### src/rtl/threshold_calibrator.sv
// Acquisition-window min/max tracker that derives hysteresis thresholds
// centred on the signal midpoint for the position tracker.
module threshold_calibrator #(
  parameter int AXIS_TDATA_WIDTH = 32,
  parameter int WINDOW_WIDTH     = 24,
  parameter int HYST_SHIFT       = 2
) (
  input  logic                        SYS_aclk,
  input  logic                        SYS_areset,
  input  logic                        CTRL_start,
  input  logic                        CTRL_abort,
  input  logic [WINDOW_WIDTH-1:0]     CTRL_window,
  input  logic [AXIS_TDATA_WIDTH-1:0] CTRL_min_span,
  input  logic                        S_AXIS_tvalid,
  input  logic [AXIS_TDATA_WIDTH-1:0] S_AXIS_tdata,
  output logic                        S_AXIS_tready,
  output logic [AXIS_TDATA_WIDTH-1:0] FC_lower_treshold,
  output logic [AXIS_TDATA_WIDTH-1:0] FC_upper_treshold,
  output logic                        FC_valid,
  output logic                        STAT_busy,
  output logic                        STAT_error
);

  localparam int W = AXIS_TDATA_WIDTH;

  // state   | meaning
  // IDLE    | waiting for CTRL_start
  // ACQUIRE | tracking min/max over the sample window
  // SPAN    | computing midpoint, span and hysteresis
  // APPLY   | span check, threshold update on success
  typedef enum logic [1:0] {IDLE, ACQUIRE, SPAN, APPLY} state_t;

  state_t                  state_q, state_d;
  logic [WINDOW_WIDTH-1:0] count_q, count_d;
  logic [W-1:0]            min_q, min_d;
  logic [W-1:0]            max_q, max_d;
  logic                    first_q, first_d;
  logic [W-1:0]            min_span_q, min_span_d;
  logic [W-1:0]            mid_q, mid_d;
  logic [W:0]              span_q, span_d;
  logic [W:0]              hyst_q, hyst_d;
  logic [W-1:0]            lower_q, lower_d;
  logic [W-1:0]            upper_q, upper_d;
  logic                    valid_q, valid_d;
  logic                    busy_q, busy_d;
  logic                    error_q, error_d;

  logic signed [W:0]       max_ext, min_ext, sum, mid_ext;

  always_comb begin
    max_ext = {max_q[W-1], max_q};
    min_ext = {min_q[W-1], min_q};
    sum     = max_ext + min_ext;
    mid_ext = {mid_q[W-1], mid_q};
  end

  always_comb begin
    state_d    = state_q;
    count_d    = count_q;
    min_d      = min_q;
    max_d      = max_q;
    first_d    = first_q;
    min_span_d = min_span_q;
    mid_d      = mid_q;
    span_d     = span_q;
    hyst_d     = hyst_q;
    lower_d    = lower_q;
    upper_d    = upper_q;
    valid_d    = valid_q;
    error_d    = error_q;

    case (state_q)
      IDLE: begin
        if (CTRL_start && !CTRL_abort) begin
          count_d    = (CTRL_window == '0) ? WINDOW_WIDTH'(1) : CTRL_window;
          min_span_d = CTRL_min_span;
          valid_d    = 1'b0;
          error_d    = 1'b0;
          first_d    = 1'b1;
          state_d    = ACQUIRE;
        end
      end
      ACQUIRE: begin
        if (CTRL_abort) begin
          state_d = IDLE;
        end else if (S_AXIS_tvalid) begin
          first_d = 1'b0;
          if (first_q) begin
            min_d = S_AXIS_tdata;
            max_d = S_AXIS_tdata;
          end else begin
            if ($signed(S_AXIS_tdata) < $signed(min_q)) min_d = S_AXIS_tdata;
            if ($signed(S_AXIS_tdata) > $signed(max_q)) max_d = S_AXIS_tdata;
          end
          count_d = count_q - 1'b1;
          if (count_q == WINDOW_WIDTH'(1)) state_d = SPAN;
        end
      end
      SPAN: begin
        if (CTRL_abort) begin
          state_d = IDLE;
        end else begin
          mid_d   = W'(sum >>> 1);
          span_d  = max_ext - min_ext;
          hyst_d  = (max_ext - min_ext) >> HYST_SHIFT;
          state_d = APPLY;
        end
      end
      APPLY: begin
        state_d = IDLE;
        if (!CTRL_abort) begin
          if (span_q < {1'b0, min_span_q}) begin
            error_d = 1'b1;
          end else begin
            // Results stay within [min, max], so truncation to W bits is exact.
            lower_d = W'(mid_ext - hyst_q);
            upper_d = W'(mid_ext + hyst_q);
            valid_d = 1'b1;
          end
        end
      end
      default: state_d = IDLE;
    endcase

    busy_d = (state_d != IDLE);
  end

  always_ff @(posedge SYS_aclk) begin
    if (SYS_areset) begin
      state_q    <= IDLE;
      count_q    <= '0;
      min_q      <= '0;
      max_q      <= '0;
      first_q    <= 1'b0;
      min_span_q <= '0;
      mid_q      <= '0;
      span_q     <= '0;
      hyst_q     <= '0;
      lower_q    <= '0;
      upper_q    <= '0;
      valid_q    <= 1'b0;
      busy_q     <= 1'b0;
      error_q    <= 1'b0;
    end else begin
      state_q    <= state_d;
      count_q    <= count_d;
      min_q      <= min_d;
      max_q      <= max_d;
      first_q    <= first_d;
      min_span_q <= min_span_d;
      mid_q      <= mid_d;
      span_q     <= span_d;
      hyst_q     <= hyst_d;
      lower_q    <= lower_d;
      upper_q    <= upper_d;
      valid_q    <= valid_d;
      busy_q     <= busy_d;
      error_q    <= error_d;
    end
  end

  assign S_AXIS_tready     = 1'b1;
  assign FC_lower_treshold = lower_q;
  assign FC_upper_treshold = upper_q;
  assign FC_valid          = valid_q;
  assign STAT_busy         = busy_q;
  assign STAT_error        = error_q;

endmodule

### config.mk
export PLATFORM = sky130hd
export DESIGN_NAME = threshold_calibrator
export DESIGN_NICKNAME = d
export VERILOG_FILES = /design/src/rtl/threshold_calibrator.sv
export SDC_FILE = /design/constraint.sdc
export NUM_CORES = 1
export LEC_CHECK = 0
export ABC_AREA = 1
export CORE_ASPECT_RATIO = 1.1
export CORE_MARGIN = 5
export CORE_UTILIZATION = 46
export CTS_BUF_LIST = sky130_fd_sc_hd__clkbuf_8
export CTS_CLUSTER_SIZE = 28
export DETAILED_ROUTE_END_ITERATION = 6
export HOLD_SLACK_MARGIN = 0.15
export PLACE_DENSITY = 0.77
export SYNTH_ARGS = -nofsm -noshare
export SYNTH_HDL_FRONTEND = slang
export SYNTH_SLANG_ARGS = --single-unit
### constraint.sdc
create_clock -name SYS_aclk -period 2.5 [get_ports SYS_aclk]
set_clock_uncertainty 0.1 [all_clocks]
set_input_delay 0.375 -clock SYS_aclk [delete_from_list [all_inputs] [get_ports SYS_aclk]]
set_output_delay 0.375 -clock SYS_aclk [all_outputs]
set_load 0.01 [all_outputs]
======== Yosys cells after proc, flatten, opt, wreduce, memory -nomap -nowiden ========
Index checks and enable logic that the tools add are counted.
operators by class
  $add $sub $neg .......................... 5
  order comparisons ....................... 3
  equal/unequal tests ..................... 10
  muxes and demuxes ....................... 26
  bitwise operators ....................... 2
  reductions and logical operators ........ 17
operators by type and width
  cell                                                  number
  two-way mux 32 bit                                    4
  two-way mux 24 bit                                    4
  one-hot mux 24 bit (2 select lines)                   1
  adder 32 x 32 -> 33 bit                               1
  less-than comparator 33 x 32 -> 1 bit                 1
  subtractor 32 x 32 -> 33 bit                          1
  adder 32 bit                                          1
  > comparator 32 bit                                   1
  less-than comparator 32 bit                           1
  subtractor 32 bit                                     1
  equality test 24 x 1 -> 1 bit, second input constant  1
  logical NOT 24 bit                                    1
  subtractor 24 x 1 -> 24 bit, second input constant    1
  AND reduction 4 bit                                   5
  != test 2 bit, second input constant                  6
  two-way mux 2 bit                                     5
  nonzero test 2 bit                                    5
  two-way mux 1 bit                                     8
  one-hot mux 2 bit (4 select lines)                    1
  one-hot mux 1 bit (2 select lines)                    3
  equality test 2 bit, second input constant            2
  AND reduction 2 bit                                   2
  AND reduction 3 bit                                   1
  equality test 2 x 1 -> 1 bit, second input constant   1
  4 further kinds                                       5
storage, ports and cells
  bits in registers ....................... 286
  output and inout port bits .............. 68
  word-level logic and storage cells ...... 77

======== Depth between registers and ports, before layout ========
Gate-level depths: netlist (run 1).
  depth after elaboration ................. 6
  mapped depth ............................ 20
  gate-level depth less buffers ........... 19

======== Least setup slack after synthesis (run 1) ========
OpenSTA, ideal clock, no wires.
  path kind ............................... register to register
  from .................................... register max_q[0]
  to ...................................... register span_q[30]
  data arrival time ....................... 2.011 ns
  path slack .............................. 0.273 ns
  stages on the path, launching flop included .. 15
  buffers on the path ..................... 0
  period minus slack after synthesis ...... 2.227 ns
  cells stage by stage .................... dfxtp_1 -> inv_1 -> ha_1 -> fa_1 -> nand3b_1 -> nand2_1 -> a21boi_1 -> o21bai_2 -> nand2_1 -> nand2_1 -> nand2_1 -> nand3_1 -> nand2_1 -> o21ai_0 -> inv_1
on the way
  word-level cells in the longest chain between the ends .. 1
RTL lines
  what                          RTL line  text
  start, declared               36        logic [W-1:0] max_q, max_d;
  start signal, assigned        148       max_q <= max_d;
  subtractor 32 x 32 -> 33 bit  104       span_d = max_ext - min_ext;
  end signal, assigned          152       span_q <= span_d;
  end, declared                 40        logic [W:0] span_q, span_d;
Every way passes these cells.
A chain may end at the register's enable or synchronous reset.

======== Worst setup path in the final report (run 1) ========
  from .................................... register min_span_q[12]
  to ...................................... register upper_q[17] (netlist: FC_upper_treshold[17])
on the way
  word-level cells in the longest chain between the ends .. 3
RTL lines
  what                                   RTL line  text
  start, declared                        38        logic [W-1:0] min_span_q, min_span_d;
  start signal, assigned                 150       min_span_q <= min_span_d;
  less-than comparator 33 x 32 -> 1 bit  112       if (span_q < {1'b0, min_span_q}) begin
  inverter 1 bit (no line)               -
  AND reduction 3 bit (no line)          -
  end signal, assigned                   155       upper_q <= upper_d;
  end, declared                          43        logic [W-1:0] upper_q, upper_d;
Every way passes these cells.

==> results of run 1 <==
## tightest hold or removal path: cells and delay by family
kind	cells	cell delay (ns)
buf+inv	1	0.39
compound gates	2	0.20
## per-layer routing
layer / wire (um) / track usage / up-vias
met5: 0 / 0 / -
met4: 2810 / 0.0930 / 0
met3: 3600 / 0.0294 / 160
met2: 31600 / 0.407 / 701
met1: 29300 / 0.332 / 9866
li1: - / - / 11000
## power groups by stage
stage,clock (mW),sequential [mW],combinational [mW]
floorplan,0,4.28,1.33
global placement,0,4.29,2.05
detailed placement,0,4.29,2.08
CTS,4.04,4.20,2.09
global route,4.22,4.22,2.61
finish,3.96,4.21,2.40
## synthesized netlist by cell type (all sizes together) (15+ instances only)
cell type  number  area [um^2]
a21o           17          128
a21oi         426         2190
a31oi          15         93.8
buf            82          484
clkbuf         60          229
dfxtp         254         5080
ha            222         2780
inv           485         1820
nand2         618         2340
nand3         175          908
nand4          52          325
nor2          347         1340
nor3           36          200
nor4           16          100
o211ai         16          120
o21a           25          188
o21ai         211         1060
o21bai         35          274
xor2           71          622
## registers in the layout, indices dropped and copies added (netlist names)
register	flops
min_span_q	32
max_q	32
min_q	32
FC_lower_treshold	32
first_q	1
STAT_busy	1
STAT_error	1
count_q	24
FC_upper_treshold	31
span_q	33
FC_valid	1
state_q	2
mid_q	32
## worst paths after layout
check / startpoint / end / cells past startpoint
max: min_span_q[12] / FC_upper_treshold[17] / 17
min: CTRL_min_span[6] / min_span_q[6] / 3
max reg2reg: min_span_q[12] / FC_upper_treshold[17] / 17
min reg2reg: min_span_q[13] / min_span_q[13] / 2
## stage by stage
| step | cell area, um^2 | setup WS [ns] |
|---|---|---|
| 2_1_floorplan | 20700 | 0.273 |
| 3_3_place_gp | 23700 | -0.163 |
| 3_5_place_dp | 23700 | -0.250 |
| 4_1_cts | 24700 | -0.0109 |
| 5_1_grt | 26200 | -0.191 |
| 6_report | 26200 | -0.0432 |
## cell type report
type / count / area, um^2
diodes: 1 / 2.50
flip-flops and latches: 254 / 5130
inverters: 487 / 1830
repair buffers: 357 / 3560
well taps: 581 / 727
clock buffers: 59 / 812
multi-input cells: 2331 / 14100
clock inverters: 21 / 103
fillers: 4153 / 18300
## timing repair
item                                   4_1_cts  5_1_grt
setup endpoints to repair                   21      143
pin swaps                                    6       36
endpoints found under the hold margin       25        0
setup buffers                                2       14
resized for setup                           11      291
hold buffers                                 1        0
cloned                                       0       21
## kinds of logic (layout without fill, tap and decap cells)
| group | Yosys count | in the layout | synth area share |
|---|---|---|---|
| buffers and inverters | 629 | 924 | 0.123 |
| DFF | 254 | 254 | 0.246 |
| xor gates and xnor gates | 75 | 75 | 0.0317 |
| AOI/OAI and AO/OA | 764 | 764 | 0.203 |
| other | 1 | 2 | 0.000181 |
| and+or+nand+nor | 1264 | 1265 | 0.259 |
| adders and majority gates | 226 | 226 | 0.138 |
==> metrics.log, run 1 <==
[metrics] Longest Clk Path Bufs: 3
[metrics] number of flops mapped to enable cells by yosys: 0
[metrics] pin count of the biggest net entering global routing: 130
[metrics] horizontal die dimension: 212 um
[metrics] final estimated routing congestion in global placement: 0.976
[metrics] min Tclk post-route: 2.54 ns
[metrics] CP Data Required Time: 2.94 ns
[metrics] Sw Ratio: 0.316
[metrics] Bufs and invs on worst path: 6
[metrics] CTS tree: yes
[metrics] worst rel slew slack: 0.573
[metrics] die span in y: 233 um
[metrics] proportion of register bits with asynchronous set or reset after synthesis: 0
[metrics] part of the total power dissipated in sequential elements: 0.398
[metrics] library cell contributing the largest single delay on the critical path: sky130_fd_sc_hd__dfxtp_2
[metrics] total power consumption of the routed design: 10.6 mW
[metrics] global-route wire length before repair: 99.7 mm
[metrics] final clock period utilization by the worst path: 1.02
[metrics] commonest non-fill, non-tap cell in the layout: sky130_fd_sc_hd__nand2_1
[metrics] fraction of layout cells with a size suffix above 1: 0.161
[metrics] number of antenna violations at the first check in global routing: 2
[metrics] number of pins with negative max-slew slack in the final report: 0
[metrics] final setup violation count: 21
[metrics] top flip-flop cell by instance count after synthesis: sky130_fd_sc_hd__dfxtp_1
[metrics] area added between synthesis and finish: 26.7%
[metrics] synth unique cells: 54
[metrics] maximum fanout along the worst path: 8
[metrics] kind of end point of the critical path: flip-flop
[metrics] count of buffers inserted at the top-level ports: 159
[metrics] startpoint-to-endpoint class of the critical path: reg -> reg
[metrics] count of nets after finishing: 3794
[metrics] share of total power in the clock network: 0.375
[metrics] via count of the first global-routing pass: 19800
[metrics] Slew @ Worst Pin: 0.641 ns
[metrics] core outline area: 44500 um^2
[metrics] effective utilization at floorplan: 0.465
[metrics] floorplan row count: 81
[metrics] Initial DRT Pass Iterations: 5
[metrics] outcome: finished with violations
[metrics] final standard cell count with taps included and fillers excluded: 4091
[metrics] Post-Synthesis Cells: 3213
[metrics] most frequent cells in the layout: 559 x sky130_fd_sc_hd__nand2_1, 475 x sky130_fd_sc_hd__inv_1, 359 x sky130_fd_sc_hd__a21oi_1, 316 x sky130_fd_sc_hd__nor2_1, 220 x sky130_fd_sc_hd__dfxtp_1
[metrics] total number of vias: 21700
[metrics] Internal: 7.22 mW
[metrics] unrepaired setup endpoints after global routing: true
[metrics] count of placed standard cells including taps: 3972
[metrics] total grt overflow: 0
[metrics] switching power: 3.34 mW
[metrics] Worst path top cell family by delay: buffers and inverters
[metrics] hold violation total from the final report: 0
[metrics] final-layout setup total negative slack: -0.356 ns
[metrics] Ys Warns: 0
[metrics] maximum level of the CTS H-tree: 2
[metrics] iteration-0 DRC count of the detailed router: 1704
[metrics] static power due to leakage: 12.8 nW
[metrics] root buf cell: sky130_fd_sc_hd__clkbuf_8
[metrics] overall routing resource usage: 0.247
[metrics] number of nets with antenna violations after detailed routing: 0
[metrics] Hold Path Class: in -> reg
[metrics] cell area after synthesis: 20700 um^2
[metrics] crit path cell chain: inv_2 > ha_4 > nand2_2 > inv_2 > buf_4 > nand3_1 > a31oi_1 > nor2_1 > nand2_2 > nand2_1 > nand2_4 > nand3_4 > buf_12 > buf_12 > clkbuf_16 > a21oi_4 > nor2_1
[metrics] fin util: 0.590
[metrics] Final HPWL DP: 50.0 mm
[metrics] Max Clk Rate: 393 MHz
[metrics] element type at the critical path start: flip-flop
[metrics] Worst-path clk slew: 0.07 ns
[metrics] residual DRC count: 0
[metrics] Die Area: 49400 um^2
[metrics] latest clock arrival within the worst-skew pair: 0.64 ns
[metrics] ratio of total power to cell area: 403 nW/um^2
[metrics] drt via density: 5.31
[metrics] final critical-path setup slack: -0.0432 ns
[metrics] register area share after synthesis: 0.246
[metrics] max_cap viols: 0
[metrics] number of buffers created by CTS: 44
[metrics] average footprint of a synthesized cell: 6.45 um^2
[metrics] R2R Setup Slk: -0.04 ns
[metrics] largest voltage drop on the vdd net: 294 uV
[metrics] CP arrival: 2.98 ns
[metrics] sum of routed wire length over all layers: 67.3 mm
[metrics] Final Hold Slack: 0.267 ns
[metrics] number of clock sinks seen by CTS: 254
[metrics] slowest cell delay on critical path: 0.32 ns
[metrics] share of total power in combinational logic: 0.227
[metrics] num ports: 161
[metrics] violations in the final reports: setup timing
[metrics] routed wire length per instance: 16.4 um
[metrics] Post-Synthesis Net Count: 3532
[metrics] register bit count reported by yosys: 254
No activity file was read; power rests on OpenSTA's default activity.
==> run 2, diff against run 1 <==
--- a/config.mk
+++ b/config.mk
@@ -8,12 +8,12 @@
 export ABC_AREA = 1
 export CORE_ASPECT_RATIO = 1.1
 export CORE_MARGIN = 5
-export CORE_UTILIZATION = 46
+export CORE_UTILIZATION = 56
 export CTS_BUF_LIST = sky130_fd_sc_hd__clkbuf_8
 export CTS_CLUSTER_SIZE = 28
 export DETAILED_ROUTE_END_ITERATION = 6
 export HOLD_SLACK_MARGIN = 0.15
-export PLACE_DENSITY = 0.77
+export PLACE_DENSITY = 0.89
 export SYNTH_ARGS = -nofsm -noshare
 export SYNTH_HDL_FRONTEND = slang
 export SYNTH_SLANG_ARGS = --single-unit
==> metrics.log, run 2 (synthesis results as in run 1) <==
[metrics] outcome: finished with violations
[metrics] violations in the final reports: DRC, setup timing
[metrics] total number of vias: 22300 (+2.7%)
[metrics] sum of routed wire length over all layers: 68.2 mm (+1.4%)
[metrics] crit path cell chain: inv_1 > ha_1 > nand4_1 > nor2_4 > nand4_1 > o21ai_1 > nor2_2 > nand2_4 > nand3_4 > buf_12 > clkbuf_16 > nand2_1 > nand2_1 > nor2_1
[metrics] commonest non-fill, non-tap cell in the layout: sky130_fd_sc_hd__nand2_1
[metrics] largest voltage drop on the vdd net: 286 uV (-2.8%)
[metrics] count of nets after finishing: 3796 (+0.053%)
[metrics] residual DRC count: 1 (+1)
[metrics] num ports: 161 (unchanged)
[metrics] Hold Crit Endpoint: count_q[1]
[metrics] ratio of total power to cell area: 411 nW/um^2 (+1.9%)
[metrics] number of pins with negative max-slew slack in the final report: 0 (unchanged)
[metrics] hold violation total from the final report: 0 (unchanged)
[metrics] final-layout fill cell count: 2925 (-30%)
[metrics] final clock period utilization by the worst path: 1.05 (+0.0367)
[metrics] library cell contributing the largest single delay on the critical path: sky130_fd_sc_hd__dfxtp_1
[metrics] count of cells along the worst hold path: 3 (unchanged)
[metrics] most flop-heavy register: span_q
[metrics] slowest cell delay on critical path: 0.34 ns (+0.02 ns)
[metrics] total grt overflow: 0 (unchanged)
[metrics] number of flip-flops in the largest register: 33 (unchanged)
[metrics] r2r endpoint: FC_upper_treshold[17]
[metrics] worst rel slew slack: 0.607 (+0.0340)
[metrics] kind of end point of the critical path: flip-flop
[metrics] min Tclk post-route: 2.63 ns (+0.0917 ns)
[metrics] CP arrival: 3.05 ns (+0.07 ns)
[metrics] global-route wire length before repair: 101 mm (+1.5%)
[metrics] Setup WS pre-CTS: -0.336 ns (-0.0865 ns)
[metrics] element type at the critical path start: flip-flop
[metrics] area added between synthesis and finish: 25.6%
[metrics] pin count of the biggest net entering global routing: 93 (-28%)
[metrics] final estimated routing congestion in global placement: 0.975 (-0.11%)
[metrics] drt via density: 5.59 (+5.2%)
[metrics] root buf cell: sky130_fd_sc_hd__clkbuf_8
[metrics] effective utilization at floorplan: 0.570 (+0.104)
[metrics] Final HPWL DP: 50.0 mm (about the same)
[metrics] part of the total power dissipated in sequential elements: 0.394 (-0.004)
[metrics] max_cap viols: 0 (unchanged)
[metrics] most frequent cells in the layout: 584 x sky130_fd_sc_hd__nand2_1, 470 x sky130_fd_sc_hd__inv_1, 377 x sky130_fd_sc_hd__a21oi_1, 315 x sky130_fd_sc_hd__nor2_1, 214 x sky130_fd_sc_hd__dfxtp_1
[metrics] share of total power in the clock network: 0.378 (+0.003)
[metrics] Longest Clk Path Bufs: 3 (unchanged)
[metrics] Crit. Startpoint: min_span_q[13]
[metrics] startpoint of the tightest hold check path: CTRL_window[1]
[metrics] Max Clk Rate: 380 MHz (-3.5%)
[metrics] maximum level of the CTS H-tree: 2 (unchanged)
[metrics] number of cell instances on the worst register-to-register path: 14 (-3)
[metrics] R2R Setup Slk: -0.13 ns (-0.09 ns)
[metrics] antenna diode count: 0 (-1)
[metrics] final setup violation count: 64 (+200%)
[metrics] number of nets with antenna violations after detailed routing: 0 (unchanged)
[metrics] number of buffers created by CTS: 43 (-2.3%)
[metrics] fraction of layout cells with a size suffix above 1: 0.157 (-0.00471)
[metrics] total power consumption of the routed design: 10.7 mW (+1.1%)
[metrics] horizontal die dimension: 193 um (-8.9%)
[metrics] via count of the first global-routing pass: 20700 (+4.6%)
[metrics] final-layout setup total negative slack: -2.94 ns (-2.58 ns)
[metrics] routed wire length per instance: 17.1 um (+3.9%)
[metrics] Sw Ratio: 0.307 (-0.00940)
[metrics] count of placed standard cells including taps: 3882 (-2.3%)
[metrics] number of clock sinks seen by CTS: 254 (unchanged)
[metrics] Die Area: 40900 um^2 (-17%)
[metrics] count of buffers inserted at the top-level ports: 159 (unchanged)
[metrics] switching power: 3.28 mW (-1.9%)
[metrics] startpoint-to-endpoint class of the critical path: reg -> reg
[metrics] overall routing resource usage: 0.295 (+0.0486)
[metrics] fin util: 0.715 (+0.126)
[metrics] Initial DRT Pass Iterations: 7 (+2)
[metrics] final critical-path setup slack: -0.135 ns (-0.0917 ns)
[metrics] CP Data Required Time: 2.91 ns (-0.03 ns)
[metrics] floorplan row count: 73 (-9.9%)
[metrics] CTS tree: yes
[metrics] maximum fanout along the worst path: 8 (unchanged)
[metrics] number of antenna violations at the first check in global routing: 0 (-2)
[metrics] Hold Path Class: in -> reg
[metrics] Slew @ Worst Pin: 0.590 ns (-0.0510 ns)
[metrics] core outline area: 36400 um^2 (-18%)
[metrics] unrepaired setup endpoints after global routing: true
[metrics] Worst-path clk slew: 0.06 ns (about the same)
[metrics] final standard cell count with taps included and fillers excluded: 3993 (-2.4%)
[metrics] latest clock arrival within the worst-skew pair: 0.59 ns (-0.05 ns)
[metrics] static power due to leakage: 12.8 nW (-0.22%)
[metrics] die span in y: 212 um (-9.0%)
[metrics] Internal: 7.40 mW (+2.5%)
[metrics] share of total power in combinational logic: 0.228 (about the same)
[metrics] beginning of the worst register-to-register path: min_span_q[13]
[metrics] iteration-0 DRC count of the detailed router: 1921 (+13%)
## run 2: layer usage
| metal | wire [um] | track usage | up-vias |
|---|---|---|---|
| met5 | 0 | 0 | - |
| met4 | 3510 | 0.126 | 0 |
| met1 | 27700 | 0.374 | 10200 |
| met2 | 32700 | 0.510 | 936 |
| met3 | 4420 | 0.0355 | 206 |
| li1 | - | - | 11000 |
## run 2: per-stage QoR
stage | cell area, um^2 | hold WS [ns]
6_report | 26000 | 0.323
5_1_grt | 26000 | 0.327
4_1_cts | 24600 | 0.297
3_5_place_dp | 23600 | 0.353
3_3_place_gp | 23600 | 0.347
2_1_floorplan | 20700 | 0.335
## run 2: timing repair
item,4_1_cts,5_1_grt
pin swaps,6,46
resized for setup,10,272
hold endpoints to repair,14,0
hold buffers,1,0
setup endpoints to repair,12,160
gates cloned,0,15
setup buffers,2,19
## run 2: worst max-delay path by stage
stage / to / cells past startpoint
CTS: FC_lower_treshold[17] / 11
finish: FC_upper_treshold[17] / 14
global route: FC_upper_treshold[17] / 14
detailed placement: min_q[25] / 15
floorplan: span_q[30] / 14
global placement: min_q[27] / 15
## run 2: final cells by class
cell class	count	area (um^2)	share of cell area
Clock buffer	52	716	0.0275
Clock inverter	22	196	0.00755
Inverter	487	1830	0.0705
Multi-Input combinational cell	2331	14000	0.539
Sequential cell	254	5140	0.198
Tap cell	487	609	0.0234
Timing Repair Buffer	360	3500	0.135
## run 2: power by group through the flow
stage,combinational [mW],clock [mW],sequential [mW]
after floorplan,1.33,0,4.28
after global placement,2.06,0,4.29
after detailed placement,2.10,0,4.29
after CTS,2.13,4.06,4.21
after global routing,2.65,4.23,4.22
final,2.43,4.04,4.21
## run 2: worst max-delay path: cells and delay by family (launching register included)
| kind | cells | cell delay, ns |
|---|---|---|
| AOI/OAI and AO/OA | 1 | 0.26 |
| buffers and inverters | 3 | 0.43 |
| and+or+nand+nor | 9 | 1.13 |
| adders and majority gates | 1 | 0.30 |
| DFF | 1 | 0.34 |
==> run 3, diff against run 2 <==
--- a/config.mk
+++ b/config.mk
@@ -5,7 +5,6 @@
 export SDC_FILE = /design/constraint.sdc
 export NUM_CORES = 1
 export LEC_CHECK = 0
-export ABC_AREA = 1
 export CORE_ASPECT_RATIO = 1.1
 export CORE_MARGIN = 5
 export CORE_UTILIZATION = 56
@@ -13,7 +12,7 @@
 export CTS_CLUSTER_SIZE = 28
 export DETAILED_ROUTE_END_ITERATION = 6
 export HOLD_SLACK_MARGIN = 0.15
-export PLACE_DENSITY = 0.89
+export PLACE_DENSITY = 0.9
 export SYNTH_ARGS = -nofsm -noshare
 export SYNTH_HDL_FRONTEND = slang
 export SYNTH_SLANG_ARGS = --single-unit
==> metrics.log, run 3 <==
[metrics] outcome: aborted with a tool error
[metrics] last stage reached: global routing
[metrics] First Err: [ERROR GRT-0116] Global routing finished with congestion. Check the congestion regions in the DRC Viewer.
[metrics] leading cell types by count after synthesis: 256 x sky130_fd_sc_hd__nor2_1, 254 x sky130_fd_sc_hd__dfxtp_1, 232 x sky130_fd_sc_hd__nand2_1
[metrics] dpl cell area: 24600 um^2 (+4.0%)
[metrics] number of clock sinks seen by CTS: 254 (unchanged)
[metrics] number of flops mapped to enable cells by yosys: 0 (unchanged)
[metrics] number of buffers created by CTS: 43 (unchanged)
[metrics] horizontal die dimension: 184 um (-4.9%)
[metrics] register area share after synthesis: 0.273 (+0.0276)
[metrics] adder-cell share of the synthesized area: 0.154 (+0.0155)
[metrics] register bit count reported by yosys: 254 (unchanged)
[metrics] overall routing resource usage: 0.663
[metrics] effective utilization at floorplan: 0.564 (-0.00589)
[metrics] maximum level of the CTS H-tree: 2 (unchanged)
[metrics] global-route wire length before repair: 188 mm
[metrics] cell taking the most area after synthesis: sky130_fd_sc_hd__dfxtp_1
[metrics] mux cell area share after synthesis: 0.0377 (+0.0377)
[metrics] xor/xnor share of the synthesized area: 0.0419 (+0.0102)
[metrics] Post-Synthesis Net Count: 2687 (-24%)
[metrics] floorplan row count: 70 (-4.1%)
[metrics] top flip-flop cell by instance count after synthesis: sky130_fd_sc_hd__dfxtp_1
[metrics] num ports: 161 (unchanged)
[metrics] via count of the first global-routing pass: 29600
[metrics] dominant combinational cell family by area after synthesis: compound AO/OA/AOI/OAI gates
[metrics] most used standard cell by instance count after synthesis: sky130_fd_sc_hd__nor2_1
[metrics] Post-Synthesis Cells: 2368 (-26%)
[metrics] Final HPWL DP: 50.1 mm (+0.14%)
[metrics] Longest Clk Path Bufs: 3 (unchanged)
[metrics] pin count of the biggest net entering global routing: 50
[metrics] Ys Warns: 0 (unchanged)
[metrics] fraction of post-synthesis cell area in the top cell type by area: 0.273 (+0.0276)
[metrics] average footprint of a synthesized cell: 7.86 um^2 (+22%)
[metrics] count of buffers inserted at the top-level ports: 159 (unchanged)
[metrics] total grt overflow: 34
[metrics] final estimated routing congestion in global placement: 1.04 (+6.2%)
[metrics] cell area after synthesis: 18600 um^2 (-10%)
[metrics] synth unique cells: 99 (+83%)
[metrics] Post-Synth Simple-Gate Area: 0.181 (-0.0779)
[metrics] Compound-Gate Fraction of Synth Area: 0.241 (+0.0379)
[metrics] Setup WS pre-CTS: -0.935 ns (-0.599 ns)
[metrics] proportion of register bits with asynchronous set or reset after synthesis: 0 (unchanged)
[metrics] die span in y: 201 um (-4.9%)
[metrics] leading post-synthesis cells by cell area: sky130_fd_sc_hd__dfxtp_1 27%, sky130_fd_sc_hd__ha_1 15%, sky130_fd_sc_hd__a21oi_1 6.0%
[metrics] root buf cell: sky130_fd_sc_hd__clkbuf_8
run 3: metal layers:
layer | overflow | GRT usage
met3 | 3 | 0.502
met2 | 16 | 0.834
met4 | 15 | 0.641
met1 | 0 | 0.664
met5 | 0 | 0.203
run 3: repair_timing:
item	4_1_cts
hold buffers	1
cloned	17
setup buffers	85
endpoints found under the hold margin	27
endpoints found under the setup margin	180
pin swaps	210
gates resized for setup	398
run 3: cell families after synthesis:
family                   after synthesis
buffers and inverters                336
flip-flops                           254
other                                  1
XOR/XNOR                              89
multiplexers                          70
AO/OA/AOI/OAI                        660
adder cells (fa/ha/maj)              226
AND/OR/NAND/NOR                      732
run 3: per-stage QoR:
stage,cells,utilization,hold slack (ns)
2_1_floorplan,2368,-,0.336
3_3_place_gp,3321,0.744,0.340
3_5_place_dp,3321,0.744,0.345
4_1_cts,3488,0.860,0.233
==> run 4, diff against run 3 <==
==> config.mk (replaced) <==
export PLATFORM = sky130hd
export DESIGN_NAME = threshold_calibrator
export DESIGN_NICKNAME = d
export VERILOG_FILES = /design/src/rtl/threshold_calibrator.sv
export SDC_FILE = /design/constraint.sdc
export NUM_CORES = 1
export LEC_CHECK = 0
export CORE_MARGIN = 5
export CORE_UTILIZATION = 40
export DETAILED_ROUTE_END_ITERATION = 6
export PLACE_DENSITY_LB_ADDON = 0.15
export SYNTH_ARGS = -nofsm -noshare
export SYNTH_HDL_FRONTEND = slang
export SYNTH_SLANG_ARGS = --single-unit
==> metrics.log, run 4 <==
[metrics] register area share after synthesis: 0.273 (unchanged)
[metrics] die span in y: 226 um (+12%)
[metrics] Die Area: 51000 um^2
[metrics] latest clock arrival within the worst-skew pair: 0.58 ns
[metrics] largest voltage drop on the vdd net: 462 uV
[metrics] antenna diode count: 0
[metrics] drt via density: 5.22
[metrics] kind of end point of the critical path: flip-flop
[metrics] final clock period utilization by the worst path: 1.21
[metrics] CTS tree: yes
[metrics] Hold Path Class: in -> reg
[metrics] average footprint of a synthesized cell: 7.86 um^2 (unchanged)
[metrics] fraction of layout cells with a size suffix above 1: 0.374
[metrics] number of nets with antenna violations after detailed routing: 0
[metrics] outcome: finished with violations
[metrics] core outline area: 46300 um^2
[metrics] Worst-path clk slew: 0.06 ns
[metrics] Post-Synthesis Cells: 2368 (unchanged)
[metrics] area added between synthesis and finish: 58.6%
[metrics] final-layout fill cell count: 3937
[metrics] final setup violation count: 169
[metrics] unrepaired setup endpoints after global routing: true
[metrics] num ports: 161 (unchanged)
[metrics] Max Clk Rate: 330 MHz
[metrics] effective utilization at floorplan: 0.402 (-0.161)
[metrics] hold violation total from the final report: 0
[metrics] number of flip-flops in the largest register: 33
[metrics] overall routing resource usage: 0.241
[metrics] maximum fanout along the worst path: 3
[metrics] total grt overflow: 0
[metrics] static power due to leakage: 12.7 nW
[metrics] Ys Warns: 0 (unchanged)
[metrics] final critical-path setup slack: -0.530 ns
[metrics] Post-Synthesis Net Count: 2687 (unchanged)
[metrics] register bit count reported by yosys: 254 (unchanged)
[metrics] proportion of register bits with asynchronous set or reset after synthesis: 0 (unchanged)
[metrics] via count of the first global-routing pass: 19100
[metrics] Setup WS pre-CTS: -0.875 ns (+0.0602 ns)
[metrics] count of buffers inserted at the top-level ports: 159 (unchanged)
[metrics] Longest Clk Path Bufs: 3 (unchanged)
[metrics] cell taking the most area after synthesis: sky130_fd_sc_hd__dfxtp_1
[metrics] commonest non-fill, non-tap cell in the layout: sky130_fd_sc_hd__buf_4
[metrics] min Tclk post-route: 3.03 ns
[metrics] number of clock sinks seen by CTS: 254 (unchanged)
[metrics] Final Hold Slack: 0.0883 ns
[metrics] Slew @ Worst Pin: 0.810 ns
[metrics] violations in the final reports: setup timing
[metrics] synth unique cells: 99 (unchanged)
[metrics] maximum level of the CTS H-tree: 1 (-1)
[metrics] horizontal die dimension: 226 um (+23%)
[metrics] leading post-synthesis cells by cell area: sky130_fd_sc_hd__dfxtp_1 27%, sky130_fd_sc_hd__ha_1 15%, sky130_fd_sc_hd__a21oi_1 6.0%
[metrics] max_cap viols: 0
[metrics] ratio of total power to cell area: 363 nW/um^2
[metrics] number of flops mapped to enable cells by yosys: 0 (unchanged)
[metrics] number of buffers created by CTS: 30 (-30%)
[metrics] cell area after synthesis: 18600 um^2 (unchanged)
[metrics] fraction of post-synthesis cell area in the top cell type by area: 0.273 (unchanged)
[metrics] sum of routed wire length over all layers: 64.6 mm
[metrics] number of pins with negative max-slew slack in the final report: 0
[metrics] Initial DRT Pass Iterations: 5
[metrics] total number of vias: 19300
[metrics] residual DRC count: 0
[metrics] CP Data Required Time: 2.83 ns
[metrics] iteration-0 DRC count of the detailed router: 978
[metrics] element type at the critical path start: flip-flop
[metrics] final estimated routing congestion in global placement: 0.905 (-13%)
[metrics] most used standard cell by instance count after synthesis: sky130_fd_sc_hd__nor2_1
[metrics] root buf cell: sky130_fd_sc_hd__clkbuf_16
[metrics] most frequent cells in the layout: 540 x sky130_fd_sc_hd__buf_4, 226 x sky130_fd_sc_hd__nor2_1, 212 x sky130_fd_sc_hd__nand2_1, 194 x sky130_fd_sc_hd__dfxtp_1, 182 x sky130_fd_sc_hd__a21oi_1
[metrics] leading cell types by count after synthesis: 256 x sky130_fd_sc_hd__nor2_1, 254 x sky130_fd_sc_hd__dfxtp_1, 232 x sky130_fd_sc_hd__nand2_1
[metrics] most flop-heavy register: span_q
[metrics] CP arrival: 3.36 ns
[metrics] pin count of the biggest net entering global routing: 80
[metrics] count of nets after finishing: 3378
[metrics] floorplan row count: 79 (+13%)
[metrics] hold buffer count at cts: 0 (-1)
[metrics] global-route wire length before repair: 101 mm
[metrics] Final HPWL DP: 49.0 mm (-2.1%)
[metrics] worst rel slew slack: 0.458
[metrics] top flip-flop cell by instance count after synthesis: sky130_fd_sc_hd__dfxtp_1
[metrics] routed wire length per instance: 17.5 um
[metrics] number of antenna violations at the first check in global routing: 0
[metrics] startpoint-to-endpoint class of the critical path: reg -> reg
run 4: stage by stage:
stage,power [mW],TNS [ns],util,area (um^2),instances
global placement,5.81,-92.95,0.544,25200,3551
floorplan,5.11,-3.48,-,19200,2368
finish,10.7,-46.59,0.638,29500,3687
global route,11.2,-64.05,0.638,29500,3687
CTS,10.7,-49.59,0.618,28600,3661
detailed placement,5.83,-99.75,0.544,25200,3551
run 4: critical path: stages, from the launching register on:
cell                        delay, ns
sky130_fd_sc_hd__dfxtp_4         0.38
sky130_fd_sc_hd__ha_4            0.14
sky130_fd_sc_hd__inv_2           0.03
sky130_fd_sc_hd__fa_2            0.34
sky130_fd_sc_hd__o21ba_4         0.21
sky130_fd_sc_hd__or4_4           0.44
sky130_fd_sc_hd__nand3_4         0.09
sky130_fd_sc_hd__a31oi_4         0.13
sky130_fd_sc_hd__a2111oi_4       0.42
sky130_fd_sc_hd__or2_1           0.23
sky130_fd_sc_hd__a21oi_2         0.08
sky130_fd_sc_hd__xnor2_1         0.21
sky130_fd_sc_hd__a211oi_1        0.10
run 4: repair_timing:
item | CTS | global route
endpoints found under the setup margin | 176 | 185
gates cloned | 14 | 2
resized for setup | 357 | 189
buffers inserted | 53 | 42
pin swaps | 190 | 167
run 4: cell type report:
| cell class | count | area, um^2 | area share |
|---|---|---|---|
| Multi-Input combinational cell | 1778 | 14700 | 0.499 |
| Timing Repair Buffer | 792 | 6990 | 0.237 |
| Sequential cell | 254 | 5200 | 0.176 |
| Clock buffer | 45 | 908 | 0.0308 |
| Inverter | 203 | 782 | 0.0265 |
| Tap cell | 607 | 759 | 0.0257 |
| Clock inverter | 8 | 146 | 0.00496 |
run 4: routing by layer:
metal | vias to the layer above | global-route usage | wire length, um
met1 | 9029 | 0.346 | 30900
met2 | 399 | 0.391 | 29500
met4 | 0 | 0.0660 | 1520
met5 | - | 0 | 0
li1 | 9739 | - | -
met3 | 84 | 0.0218 | 2600
run 4: path summary, 6_finish.rpt:
| kind | start | cells after the start | to | slack [ns] |
|---|---|---|---|---|
| setup / recovery | mid_q[0] | 12 | FC_upper_treshold[26] | -0.53 |
| setup reg to reg | mid_q[0] | 12 | FC_upper_treshold[26] | -0.53 |
| hold / removal | SYS_areset | 2 | count_q[0] | 0.09 |
| hold reg to reg | FC_lower_treshold[15] | 2 | FC_lower_treshold[15] | 0.35 |
run 4: report_power, final:
| part | total (mW) | internal (mW) | switching, mW |
|---|---|---|---|
| Clock | 4.67 | 2.90 | 1.77 |
| Sequential | 4.15 | 4.10 | 0.0535 |
| Combinational | 1.90 | 0.953 | 0.949 |
| Total | 10.7 | 7.95 | 2.77 |
run 4: kinds of logic after synthesis:
logic type | Yosys count | synth area share
AND/OR/NAND/NOR | 732 | 0.181
AO/OA/AOI/OAI | 660 | 0.241
buffers and inverters | 336 | 0.0717
flip-flops | 254 | 0.273
adder cells (fa/ha/maj) | 226 | 0.154
XOR/XNOR | 89 | 0.0419
multiplexers | 70 | 0.0377
other | 1 | 0.000201
